## src/rtl/tristate_bus_arbiter.sv

```systemverilog
// rtl/tristate_bus_arbiter.sv - round-robin tristate bus arbiter with hold limit, dead-time gap and bus capture
// Grants one driver at a time, then forces an all-off gap before the next grant.
module tristate_bus_arbiter #(
  parameter int HOLD_CYCLES = 4,
  parameter int GAP_CYCLES  = 1
) (
  input  logic       CLK,
  input  logic       RST,
  input  logic [3:0] REQ,
  input  logic       BUS_IN,
  output logic [3:0] EN,
  output logic [1:0] SRC,
  output logic       DATA_OUT,
  output logic       DATA_VALID
);

  typedef enum logic [1:0] {
    IDLE  = 2'd0,
    GRANT = 2'd1,
    GAP   = 2'd2
  } state_t;

  state_t     state, state_d;
  logic [1:0] owner, owner_d;
  logic [1:0] last_owner, last_owner_d;
  logic [7:0] hold_cnt, hold_d;
  logic [3:0] gap_cnt, gap_d;
  logic [3:0] en_d;
  logic [1:0] src_d;
  logic       dout_d;
  logic       valid_d;

  logic       win_found;
  logic [1:0] win_idx;
  logic [1:0] cand;

  // Search starts just after the previous owner, so the previous owner is tried last.
  always_comb begin
    win_found = 1'b0;
    win_idx   = 2'd0;
    cand      = 2'd0;
    for (int k = 1; k <= 4; k++) begin
      cand = 2'(last_owner + 2'(k));
      if (!win_found && REQ[cand]) begin
        win_found = 1'b1;
        win_idx   = cand;
      end
    end
  end

  always_comb begin
    state_d      = state;
    owner_d      = owner;
    last_owner_d = last_owner;
    hold_d       = hold_cnt;
    gap_d        = gap_cnt;
    en_d         = EN;
    src_d        = SRC;
    dout_d       = DATA_OUT;
    valid_d      = 1'b0;

    case (state)
      IDLE: begin
        if (win_found) begin
          state_d = GRANT;
          en_d    = 4'b0001 << win_idx;
          owner_d = win_idx;
          hold_d  = 8'(HOLD_CYCLES);
        end
      end

      GRANT: begin
        dout_d  = BUS_IN;
        src_d   = owner;
        valid_d = 1'b1;
        // Leave on the last hold cycle or as soon as the owner lets go.
        if (hold_cnt <= 8'd1 || !REQ[owner]) begin
          state_d      = GAP;
          en_d         = 4'b0000;
          last_owner_d = owner;
          hold_d       = 8'd0;
          gap_d        = 4'(GAP_CYCLES);
        end else begin
          hold_d = 8'(hold_cnt - 8'd1);
        end
      end

      GAP: begin
        if (gap_cnt <= 4'd1) begin
          gap_d = 4'd0;
          if (win_found) begin
            state_d = GRANT;
            en_d    = 4'b0001 << win_idx;
            owner_d = win_idx;
            hold_d  = 8'(HOLD_CYCLES);
          end else begin
            state_d = IDLE;
          end
        end else begin
          gap_d = 4'(gap_cnt - 4'd1);
        end
      end

      default: begin
        state_d = IDLE;
        en_d    = 4'b0000;
      end
    endcase
  end

  always_ff @(posedge CLK or posedge RST) begin
    if (RST) begin
      state      <= IDLE;
      owner      <= 2'd0;
      last_owner <= 2'd3;
      hold_cnt   <= 8'd0;
      gap_cnt    <= 4'd0;
      EN         <= 4'b0000;
      SRC        <= 2'd0;
      DATA_OUT   <= 1'b0;
      DATA_VALID <= 1'b0;
    end else begin
      state      <= state_d;
      owner      <= owner_d;
      last_owner <= last_owner_d;
      hold_cnt   <= hold_d;
      gap_cnt    <= gap_d;
      EN         <= en_d;
      SRC        <= src_d;
      DATA_OUT   <= dout_d;
      DATA_VALID <= valid_d;
    end
  end

endmodule

```

## config.mk

```make
export PLATFORM = sky130hd
export DESIGN_NAME = tristate_bus_arbiter
export DESIGN_NICKNAME = d
export VERILOG_FILES = /design/src/rtl/tristate_bus_arbiter.sv
export SDC_FILE = /design/constraint.sdc
export NUM_CORES = 1
export LEC_CHECK = 0
export CAP_MARGIN = 10
export CORE_UTILIZATION = 41
export CTS_CLUSTER_SIZE = 28
export DETAILED_ROUTE_END_ITERATION = 12
export SKIP_CTS_REPAIR_TIMING = 1
export SYNTH_ARGS = -nofsm -noshare
export SYNTH_HDL_FRONTEND = slang
export SYNTH_SLANG_ARGS = --single-unit
```

## constraint.sdc

```tcl
create_clock -name CLK -period 1.62 [get_ports CLK]
set_input_delay 0.243 -clock CLK [delete_from_list [all_inputs] [get_ports CLK]]
set_output_delay 0.243 -clock CLK [all_outputs]
set_load 0.03 [all_outputs]
```

After elaboration in Yosys (flattened, before gate mapping)
Cells that the tools add are included.
Operators by class
  equality and inequality tests: 5
  mux-type cells: 38
  reduce and logical (&&, ||, !) cells: 18
  order comparisons: 7
  add/subtract/negate cells: 5
  shifts and indexed selects: 1
Operator list (number)
  $mux W8: 3
  $pmux W8 S3: 1
  $mux W4: 5
  $mux W2: 9
  $lt A2 B3 Y1 const B: 5
  $pmux W4 S3: 1
  $mux W1: 11
  $bmux W1 S2: 5
  $reduce_and A2 Y1: 5
  $le A8 B1 Y1 const B: 1
  $pmux W4 S2: 1
  $sub A8 B1 Y8 const B: 1
  $ne A2 B2 Y1 const B: 3
  $pmux W2 S3: 1
  $add A2 B2 Y2 const B: 2
  $le A4 B1 Y1 const B: 1
  $logic_not A1 Y1: 4
  $pmux W2 S2: 1
  $reduce_bool A2 Y1: 2
  $shl A1 B2 Y4 const A: 1
  $sub A4 B1 Y4 const B: 1
  $logic_and A1 B1 Y1: 3
  $reduce_and A3 Y1: 1
  $reduce_bool A3 Y1: 1
  other kinds (5): 5
Word-level totals
  register bits after elaboration: 26
  output and inout bits: 8
  word-level logic and storage cells: 83

Longest topological paths before layout
  word-level depth: 17
  gate-level depth with buffers: 7

Worst setup path after synthesis
Ideal clock, no wire load.
  path type: register to register
  start point: reg hold_cnt[4]
  end point: reg gap_cnt[3]
  path buffers: 1
  arrival: 1.592 ns
  setup time: 0.126 ns
  slack: -0.098 ns
  cell stages (with the launch flop): 6
  required time: 1.494 ns
  path through: dfrtp_1 -> or3_1 -> buf_6 -> o31ai_4 -> nand2_4 -> a311o_1
Between the ends
  word-level cells in the longest chain between the ends: 4
Ends and longest elaborated chain
  from (decl): line 26  | logic [7:0] hold_cnt, hold_d;
  from (signal assigned): line 126  | hold_cnt <= hold_d;
  $le A8 B1 Y1: line 77  | if (hold_cnt <= 8'd1 || !REQ[owner]) begin
  $logic_or A1 B1 Y1: line 77
  $ne A2 B2 Y1 (no source line)
  $reduce_and A2 Y1 (no source line)
  to (signal assigned): line 127  | gap_cnt <= gap_d;
  to (decl): line 27  | logic [3:0] gap_cnt, gap_d;
Every way passes these cells.
A chain may end at the register's enable or synchronous reset.

Final worst setup path
  start point: reg gap_cnt[0]
  end point: reg EN[0]
Between the ends
  word-level cells in the longest chain between the ends: 3
Ends and longest elaborated chain
  $le A4 B1 Y1: line 89  | if (gap_cnt <= 4'd1) begin
  $ne A2 B2 Y1 (no source line)
  $reduce_and A2 Y1 (no source line)
  to (signal assigned): line 128  | EN <= en_d;
  to (decl): line 11  | output logic [3:0] EN,
Every way passes these cells.

==> impl_metrics.env <==
export IMPL_status="complete, but fails checks"
export IMPL_violations="setup timing"
export IMPL_grt_pass1_vias=1188
export IMPL_ff_latch_area_um2=653.1
export IMPL_routedWlPerCell_um=14.24
export IMPL_grt_overflow=0
export IMPL_synth_area_leaders="dfrtp_1 (43%), dfstp_2 (3.8%), ha_1 (3.6%)"
export IMPL_ant_nets=0
export IMPL_vias=1181
export IMPL_nets=190
export IMPL_netlist_instances=132
export IMPL_first_iter_violations=40
export IMPL_finClkSkew_ps=1.056
export IMPL_grt_total_usage=0.1842
export IMPL_critPathKind="register to register"
export IMPL_drt_wl_total_um=3162
export IMPL_synth_cell_types=43
export IMPL_dieArea_um2=3637
export IMPL_clock_root_buffer="clkbuf_4"
export IMPL_timing_fmax_mhz=586.2
export IMPL_n_antenna_cell=0
export IMPL_antenna_found_initial=0
export IMPL_finalCritPeriodShare=1.053
export IMPL_cp_slowest_cell="dfrtp_1"
export IMPL_syn2layout_area_growth_pct=40.04
export IMPL_multi_input_area_um2=765.7
export IMPL_ys_flop_type="dfrtp_1"
export IMPL_drc=0
export IMPL_synth_area_um2=1394
export IMPL_cts_buffer_depth=2
export IMPL_critPathMaxStageDelay_ps=420
export IMPL_tightest_slew_ps=477.7
export IMPL_cts_tree="yes"
export IMPL_worstReg2RegEnd="EN[0]"
export IMPL_power_density_nw_per_um2=2050
export IMPL_drv_cap=0
export IMPL_synth_edf_count=0
export IMPL_clk_latency_ps=310
export IMPL_synth_top_area_cell="dfrtp_1"
export IMPL_p_leak_nw=0.9727
export IMPL_viasPerCell=5.320
export IMPL_fillers=275
export IMPL_drive_gt1_frac=0.3539
export IMPL_synth_avg_cell_area_um2=10.56
export IMPL_ys_seq_elements=26
export IMPL_die_width_um=60.31
export IMPL_grt_pass1_wl_um=4947
export IMPL_ys_seq_area_frac=0.4686
export IMPL_timing_hold_ws_ps=262.0
export IMPL_cp_cell_sequence="inv_1 -> ha_2 -> nor2_4 -> o31ai_4 -> clkdlybuf4s15_2 -> nand3_2 -> a32o_1"
export IMPL_start_util=0.4456
export IMPL_yosys_top_cells_count="dfrtp_1 (24), nor2_1 (11), inv_1 (9), a21oi_1 (8), nand2_1 (7)"
export IMPL_post_place_ws_ps=-342.9
export IMPL_cts_sinks=26
export IMPL_setup_viol=11
export IMPL_reg2regPathDepth=7
export IMPL_report_final_hold_viol_count=0
export IMPL_hpwl_um=2213
export IMPL_coreArea_um2=3128
export IMPL_min_path_type="input port to asynchronous set/reset pin"
export IMPL_crit_start="gap_cnt[0]"
export IMPL_critical_path_top_delay_family="compound AO/OA/AOI/OAI gates"
export IMPL_rsz0062_at_grt="true"
export IMPL_crit_buf_inv=2
export IMPL_r2r_slack_ps=-90
export IMPL_crit_path_end_kind="register"
export IMPL_gp_congestion=0.8034
export IMPL_worst_path_max_fanout=5
export IMPL_startpoint_type="register"
export IMPL_cts_made_buffers=3
export IMPL_clk_pin_slew_ps=130
export IMPL_ios=15
export IMPL_yosys_warnings=0
export IMPL_first_pass_iters=4
export IMPL_crit_required_ps=1840
export IMPL_htree_levels=1
export IMPL_grt_max_degree=27
export IMPL_rows=20
export IMPL_synth_most_common_cell="dfrtp_1"
export IMPL_period_minus_slack_ps=1706
export IMPL_synth_top_area_frac=0.4309
export IMPL_port_buffers=14
export IMPL_fin_ws_ps=-85.98
export IMPL_drv_slew=0
export IMPL_ys_async_sr_fraction=1.000
export IMPL_die_h_um=60.31
export IMPL_rr_startpoint="gap_cnt[0]"
export IMPL_max_slew_margin=0.6775
export IMPL_vdd_drop_max_v=0.0009781
export IMPL_syn_num_nets=143
export IMPL_worst_ep_arrival_time_ps=1920
sequential cells by signal (all words and copies together), names as in the netlist:
name / flops
owner: 2
EN: 4
hold_cnt: 8
gap_cnt: 4
DATA_VALID: 1
DATA_OUT: 1
last_owner: 2
SRC: 2
state: 2
power by group:
part	switching (mW)	leakage [nW]	internal, mW
Sequential	0.225	0.326	0.957
Combinational	1.24	0.626	1.26
Clock	0.185	0.0210	0.137
worst min-delay path, cell delays in order:
cell and delay, ps:
clkdlybuf4s50_1 400, inv_1 50, buf_4 300
worst max-delay path by stage:
stage	to	slack (ps)	depth (start not counted)
detailed placement	hold_cnt[7]	-340	6
CTS	gap_cnt[3]	-120	7
global placement	gap_cnt[3]	-290	5
floorplan	gap_cnt[3]	-20	5
global route	EN[0]	-170	7
finish	EN[0]	-90	7
area by class of cell:
type                    instances  area share
clock buffers                   4     0.01859
inverters                       9     0.01731
multi-input cells              94      0.3923
flip-flops and latches         26      0.3346
well taps                      44     0.02821
repair buffers                 45      0.2090
cell usage in the layout (no fill, tap or decap), drive strengths merged, types with 2 or more instances in the layout:
cell type	count
a21o	4
a21oi	8
a31oi	2
a32o	3
and3	4
buf	30
clkbuf	4
clkdlybuf4s50	6
dfrtp	24
dfstp	2
dlymetal6s2s	8
ha	4
inv	9
mux2	5
nand2	8
nand2b	5
nand3	3
nor2	11
nor2b	4
nor3b	2
o21ai	5
o22ai	2
o311a	2
o311ai	2
o31ai	3
o32ai	2
or3	4
logic make-up (layout without fill, tap and decap cells):
group	count (synthesis)	after routing	synth area share
compound gates	37	37	0.2128
fa+ha+maj	4	4	0.03591
buf+inv	12	58	0.04039
simple gates	46	46	0.1786
mux	7	7	0.06373
flops	26	26	0.4686
through the flow:
stage | power, mW | cell area [um^2] | setup TNS (ps) | std cells | utilization
finish | 4.002 | 1952 | -498.5 | 222 | 0.6240
global route | 4.296 | 1952 | -1699 | 222 | 0.6240
CTS | 3.737 | 1818 | -885.5 | 219 | 0.5812
detailed placement | 3.401 | 1782 | -5296 | 215 | 0.5696
global placement | 3.355 | 1782 | -4523 | 215 | 0.5696
floorplan | 2.597 | 1400 | -20.05 | 132 | -
metal layers:
layer / wire length [um] / global-route usage / up-vias
met5: 0 / 0 / -
met3: 53 / 0.02165 / 4
met4: 23 / 0.08306 / 0
met1: 1505 / 0.2428 / 587
li1: - / - / 580
met2: 1580 / 0.3030 / 10
Note: power is estimated with default switching activity, not from simulation.
